$ cat config.mk
export PLATFORM = sky130hd
export DESIGN_NAME = seg7_scan_driver_flat
export DESIGN_NICKNAME = d
export VERILOG_FILES = /design/src/rtl/seg7_scan_driver_if.sv /design/src/rtl/seg7_scan_driver.sv /design/src/flat_wrapper.sv
export SDC_FILE = /design/constraint.sdc
export NUM_CORES = 1
export LEC_CHECK = 0
export ABC_AREA = 1
export ABC_CLOCK_PERIOD_IN_PS = 2000
export BUFFER_PORTS_ARGS = -buffer_cell sky130_fd_sc_hd__clkbuf_2
export CAP_MARGIN = 20
export CORE_MARGIN = 8
export CORE_UTILIZATION = 40
export CTS_CLUSTER_SIZE = 25
export DETAILED_ROUTE_END_ITERATION = 6
export GPL_ROUTABILITY_DRIVEN = 0
export HOLD_SLACK_MARGIN = 0.08
export PLACE_DENSITY = 0.61
export SYNTH_ARGS = -nofsm -noshare
export SYNTH_HDL_FRONTEND = slang
export SYNTH_SLANG_ARGS = --single-unit
$ cat constraint.sdc
create_clock -name clk -period 2 [get_ports clk]
set_input_delay 0 -clock clk [delete_from_list [all_inputs] [get_ports clk]]
set_output_delay 0 -clock clk [all_outputs]
set_load 0.02 [all_outputs]
$ cat src/rtl/seg7_scan_driver_if.sv
// Interface between the UART receive datapath (master) and the seven-segment
// scan driver (slave).
//   value      : hex nibbles, nibble k = value[4k+3:4k] drives digit k (k=0 rightmost)
//   load       : 1-cycle strobe capturing value into the shadow register
//   blank_mask : bit k=1 forces digit k dark, sampled live
//   an         : anode enables, active-low, at most one bit low
//   LED        : segments a..g = LED[6:0], active-low
//   frame_done : 1-cycle pulse on the cycle the active buffer is (re)loaded
// Handshake: load is a plain strobe with no ready; the driver always accepts
// it on the cycle it is high.
interface seg7_scan_driver_if #(
    parameter int DIGITS = 4
);
    logic [4*DIGITS-1:0] value;
    logic                load;
    logic [DIGITS-1:0]   blank_mask;
    logic [DIGITS-1:0]   an;
    logic [6:0]          LED;
    logic                frame_done;

    modport master (
        output value, load, blank_mask,
        input  an, LED, frame_done
    );

    modport slave (
        input  value, load, blank_mask,
        output an, LED, frame_done
    );
endinterface

$ cat src/rtl/seg7_scan_driver.sv
// Time-multiplexed common-anode seven-segment driver. One digit is scanned per
// refresh slot of REFRESH_DIV clocks; the first GUARD clocks of each slot keep
// all anodes off to avoid ghosting. The displayed value is double-buffered: a
// load goes to the shadow register and is promoted to the active register only
// at the frame wrap, so a frame never shows a mix of two values.
// Ports:
//   clk   : system clock, rising edge
//   reset : synchronous, active-high
//   bus   : seg7_scan_driver_if.slave (value/load/blank_mask in, an/LED/frame_done out)
// Optional feature: define LEADING_ZERO_BLANK_EN to darken digits above the
// highest nonzero nibble of the active value (digit 0 always stays lit).
module seg7_scan_driver #(
    parameter int DIGITS      = 4,
    parameter int REFRESH_DIV = 50000,
    parameter int GUARD       = 16
) (
    input  logic                 clk,
    input  logic                 reset,
    seg7_scan_driver_if.slave    bus
);
    localparam int TW = (REFRESH_DIV > 1) ? $clog2(REFRESH_DIV) : 1;
    localparam int DW = (DIGITS > 1) ? $clog2(DIGITS) : 1;
    localparam int VW = 4 * DIGITS;

    localparam logic [TW-1:0] TICK_LAST  = TW'(REFRESH_DIV - 1);
    localparam logic [TW-1:0] GUARD_T    = TW'(GUARD);
    localparam logic [DW-1:0] DIGIT_LAST = DW'(DIGITS - 1);

    logic [TW-1:0]     tick_q, tick_d;
    logic [DW-1:0]     digit_q, digit_d;
    logic [VW-1:0]     shadow_q, shadow_d;
    logic [VW-1:0]     active_q, active_d;
    logic              pending_q, pending_d;
    logic [DIGITS-1:0] an_q, an_d;
    logic [6:0]        led_q, led_d;
    logic              frame_done_q, frame_done_d;

    logic       slot_end;
    logic       wrap;
    logic [3:0] nibble;
    logic       dark;
`ifdef LEADING_ZERO_BLANK_EN
    logic [DW-1:0] lit_limit;
`endif

    function automatic logic [6:0] seg_decode(input logic [3:0] n);
        logic [6:0] s;
        case (n)
            4'h0: s = 7'b0000001;
            4'h1: s = 7'b1001111;
            4'h2: s = 7'b0010010;
            4'h3: s = 7'b0000110;
            4'h4: s = 7'b1001100;
            4'h5: s = 7'b0100100;
            4'h6: s = 7'b0100000;
            4'h7: s = 7'b0001111;
            4'h8: s = 7'b0000000;
            4'h9: s = 7'b0000100;
            4'hA: s = 7'b0001000;
            4'hB: s = 7'b1100000;
            4'hC: s = 7'b0110001;
            4'hD: s = 7'b1000010;
            4'hE: s = 7'b0110000;
            default: s = 7'b0111000;
        endcase
        return s;
    endfunction

    always_comb begin
        tick_d       = tick_q + TW'(1);
        digit_d      = digit_q;
        shadow_d     = shadow_q;
        active_d     = active_q;
        pending_d    = pending_q;
        an_d         = '1;
        led_d        = 7'b1111111;
        frame_done_d = 1'b0;
        nibble       = 4'h0;
        dark         = 1'b0;

        slot_end = (tick_q == TICK_LAST);
        wrap     = slot_end && (digit_q == DIGIT_LAST);

        if (slot_end) begin
            tick_d  = '0;
            digit_d = wrap ? '0 : digit_q + DW'(1);
        end

        if (bus.load) begin
            shadow_d  = bus.value;
            pending_d = 1'b1;
        end

        // A load on the wrap cycle itself bypasses the shadow register.
        if (wrap && (pending_q || bus.load)) begin
            active_d     = bus.load ? bus.value : shadow_q;
            pending_d    = 1'b0;
            frame_done_d = 1'b1;
        end

        // Mux out the current digit's nibble and its live blank bit.
        for (int k = 0; k < DIGITS; k++) begin
            if (digit_q == DW'(k)) begin
                nibble = active_q[4*k +: 4];
                dark   = bus.blank_mask[k];
            end
        end

`ifdef LEADING_ZERO_BLANK_EN
        // Highest index holding a nonzero nibble; stays 0 for an all-zero value
        // so digit 0 still shows "0".
        lit_limit = '0;
        for (int k = 0; k < DIGITS; k++) begin
            if (active_q[4*k +: 4] != 4'h0) begin
                lit_limit = DW'(k);
            end
        end
        if (digit_q > lit_limit) begin
            dark = 1'b1;
        end
`endif

        // Outputs are computed from this cycle's slot position and registered.
        if ((tick_q >= GUARD_T) && !dark) begin
            an_d  = ~(DIGITS'(1) << digit_q);
            led_d = seg_decode(nibble);
        end
    end

    always_ff @(posedge clk) begin
        if (reset) begin
            tick_q       <= '0;
            digit_q      <= '0;
            shadow_q     <= '0;
            active_q     <= '0;
            pending_q    <= 1'b0;
            an_q         <= '1;
            led_q        <= 7'b1111111;
            frame_done_q <= 1'b0;
        end else begin
            tick_q       <= tick_d;
            digit_q      <= digit_d;
            shadow_q     <= shadow_d;
            active_q     <= active_d;
            pending_q    <= pending_d;
            an_q         <= an_d;
            led_q        <= led_d;
            frame_done_q <= frame_done_d;
        end
    end

    assign bus.an         = an_q;
    assign bus.LED        = led_q;
    assign bus.frame_done = frame_done_q;
endmodule

$ cat src/flat_wrapper.sv
// flat-port wrapper written by rule: the top's interface ports become plain ports
module seg7_scan_driver_flat 
#(
    parameter int DIGITS      = 4,
    parameter int REFRESH_DIV = 50000,
    parameter int GUARD       = 16
)
  (clk, reset, bus_value, bus_load, bus_blank_mask, bus_an, bus_LED, bus_frame_done);
  seg7_scan_driver_if #(.DIGITS(DIGITS)) bus_i ();
  input  logic clk;
  input  logic reset;
  input wire logic [$bits(bus_i.value)-1:0] bus_value;
  input wire logic [$bits(bus_i.load)-1:0] bus_load;
  input wire logic [$bits(bus_i.blank_mask)-1:0] bus_blank_mask;
  output wire logic [$bits(bus_i.an)-1:0] bus_an;
  output wire logic [$bits(bus_i.LED)-1:0] bus_LED;
  output wire logic [$bits(bus_i.frame_done)-1:0] bus_frame_done;
  assign bus_i.value = bus_value;
  assign bus_i.load = bus_load;
  assign bus_i.blank_mask = bus_blank_mask;
  assign bus_an = bus_i.an;
  assign bus_LED = bus_i.LED;
  assign bus_frame_done = bus_i.frame_done;
  seg7_scan_driver #(.DIGITS(DIGITS), .REFRESH_DIV(REFRESH_DIV), .GUARD(GUARD)) u_core (.clk(clk), .reset(reset), .bus(bus_i));
endmodule
==> impl_metrics.env <==
export IMPL_die_x_um=105
export IMPL_syn_num_nets=489
export IMPL_grt_pass1_vias=2780
export IMPL_n_antenna_cell=0
export IMPL_worst_setup_path_end_kind="flip-flop"
export IMPL_grt_ovfl_total=0
export IMPL_drive_above_1_share_pct=17.9
export IMPL_num_rows=32
export IMPL_cts_buffer_depth=2
export IMPL_viasPerCell=4.59
export IMPL_worst_hold_slack_ps=113
export IMPL_fin_crit_ps=1830
export IMPL_worstPathArrival_ps=2060
export IMPL_crit_top_cell="nand2_1"
export IMPL_final_area_sq_um=3800
export IMPL_grt_max_degree=34
export IMPL_path_max_fanout=8
export IMPL_ir_worst_vdd_mv=0.373
export IMPL_path_class="flip-flop to flip-flop"
export IMPL_max_slew_margin_pct=73.9
export IMPL_drt_total_wl_um=7020
export IMPL_synth_seq_cells=63
export IMPL_final_instance_count_excl_fill=616
export IMPL_total_power_w=0.00232
export IMPL_cts_buffers=9
export IMPL_place_area_sq_um=3420
export IMPL_maxSlewViolCount=0
export IMPL_fmax_ghz=0.548
export IMPL_synth_edf_count=0
export IMPL_clock_tree_root_cell="clkbuf_8"
export IMPL_hold_viol=0
export IMPL_grt_antenna_before_repair=0
export IMPL_finClkSkew_ps=10.6
export IMPL_status="complete, no violations"
export IMPL_die_area_sq_um=11000
export IMPL_htreeDepth=3
export IMPL_async_flop_share_pct=0
export IMPL_worst_slew_pin_slew_ps=392
export IMPL_wl_per_cell_um=11.4
export IMPL_powerDensity_nw_per_um2=611
export IMPL_cellLeakagePower_nw=1.77
export IMPL_drt_pass1_iter_count=4
export IMPL_utilization_pct=49.5
export IMPL_cap_violations=0
export IMPL_drtAntennaViolNets=0
export IMPL_synth_cells=454
export IMPL_drc=0
export IMPL_yosys_warnings=0
export IMPL_grt_pass1_wl_um=12200
export IMPL_pin_count=35
export IMPL_yosysSeqAreaShare_pct=39.9
export IMPL_syn_to_final_growth_pct=20.3
export IMPL_start_util_pct=41.1
export IMPL_required_ps=2230
export IMPL_grt_use_total_pct=13.2
export IMPL_clk_pin_slew_ps=60
export IMPL_placed_cells=585
export IMPL_cts_sinks=63
export IMPL_hpwl_um=4940
export IMPL_nNetsFinal=546
export IMPL_hp_class="input pin to flip-flop"
export IMPL_cts_tree="done"
export IMPL_insertion_delay_ps=340
export IMPL_final_period_utilization_pct=91.3
export IMPL_setup_violations=0
export IMPL_cpMaxStageDelayCell="dfxtp_4"
export IMPL_synth_ff_type="dfxtp_1"
export IMPL_place_port_buffers=34
export IMPL_fillerInstances=791
export IMPL_yosysUniqueCellTypes=33
export IMPL_fp_dieH_um=105
export IMPL_start_kind="flip-flop"
export IMPL_post_cts_buffers=0
export IMPL_syn_mean_instance_area_sq_um=6.96
export IMPL_fp_coreArea_sq_um=7690
export IMPL_synth_area_sq_um=3160
export IMPL_vias=2828
export IMPL_drt_iter0_markers=97
export IMPL_path_cells="inv_4, ha_2, a21oi_1, nand2_1, nand3_1, nand2_2, buf_4, ha_1, nand3_1, o21ai_0, nand2_1, nand2_1"
export IMPL_cpPeakStageDelay_ps=380
-- metrics by stage --
step | worst slack, ps | setup TNS [ps]
detailed placement | -73.7 | -292
CTS | 29.7 | 0
global route | -2.56 | -2.68
floorplan | 148 | 0
global placement | 39.2 | 0
finish | 174 | 0
-- logic make-up after synthesis --
kind of cell / synth area share [%]
DFF: 39.9
xor gates and xnor gates: 1.11
adders and majority gates: 4.75
AOI/OAI and AO/OA: 10.4
buffers and inverters: 12.3
and+or+nand+nor: 31.6
-- cell type report --
type	count	area, sq um	area share [%]
Multi-Input combinational cell	301	1580	41.5
Sequential cell	63	1270	33.3
Clock inverter	2	10.0	0.263
Tap cell	102	128	3.35
Clock buffer	12	135	3.55
Timing Repair Buffer	58	390	10.3
Inverter	78	295	7.76
-- path summary, 6_finish.rpt --
| path | start | to | slack [ps] | depth (start not counted) |
|---|---|---|---|---|
| setup / recovery | u_core.digit_q[0]$_SDFFE_PP0P_ | u_core.bus.LED[1]$_SDFF_PP1_ | 170 | 12 |
| hold / removal | reset | u_core.shadow_q[1]$_SDFF_PP0_ | 110 | 2 |
| setup reg to reg | u_core.digit_q[0]$_SDFFE_PP0P_ | u_core.bus.LED[1]$_SDFF_PP1_ | 170 | 12 |
| hold reg to reg | u_core.tick_q[0]$_SDFF_PP0_ | u_core.tick_q[0]$_SDFF_PP0_ | 470 | 1 |
-- power breakdown --
group | leakage [nW] | total, W | switching [W] | internal (W)
Sequential | 0.514 | 0.00129 | 0.00000886 | 0.00128
Combinational | 1.17 | 0.000149 | 0.0000781 | 0.0000708
Clock | 0.0761 | 0.000884 | 0.000452 | 0.000432
-- critical path: cells and delay by family, from the launching register on --
kind	cells	cell delay, ps
AOI/OAI and AO/OA	2	230
adders and majority gates	2	420
buffers and inverters	2	190
DFF	1	380
and+or+nand+nor	6	480
-- flip-flops by register name (all words and copies together), names as in the netlist --
signal,cells
u_core.bus.LED,7
u_core.bus.an,4
u_core.bus.frame_done,1
u_core.tick_q,16
u_core.digit_q,2
u_core.pending_q,1
u_core.shadow_q,16
u_core.active_q,16
-- synth_stat cells (all sizes together) (2+ instances only) --
master	n	share of area, %
clkbuf	3	0.40
nor3	8	1.6
xnor2	2	0.55
inv	78	9.3
or2	17	3.4
nand4	7	2.1
buf	10	2.6
nor2	70	8.8
o21ai	39	6.3
nand3	21	3.3
nand3b	2	0.47
nand2	97	12
xor2	2	0.55
ha	12	4.7
dfxtp	63	40
a21oi	19	3.0
a21boi	2	0.59
-- layout by cell type, fill, tap and decap left out, types with 8 or more instances in the layout --
cell	netlist	layout
nand2_1	91	90
inv_1	76	73
nor2_1	64	63
dfxtp_1	63	61
clkbuf_2	1	34
nand3_1	21	20
a21oi_1	19	19
o21ai_0	20	19
o21ai_1	18	18
dlygate4sd3_1	0	16
ha_1	12	9
clkbuf_8	0	9
buf_4	3	8
-- what timing repair did --
action                                 CTS  global route
hold buffers                            16             0
cloned                                   0             1
pin swaps                                0             2
resized for setup                        1            19
endpoints found under the hold margin   16             0
setup endpoints to repair                7            18
-- routing by layer --
layer | global-route usage (%) | vias to the layer above | wire [um]
met5 | 0 | - | 0
met4 | 4.59 | 0 | 114
met3 | 4.91 | 16 | 391
met2 | 21.0 | 73 | 3060
met1 | 16.1 | 1225 | 3450
li1 | - | 1514 | -
Power figures use the tool's default switching activity.
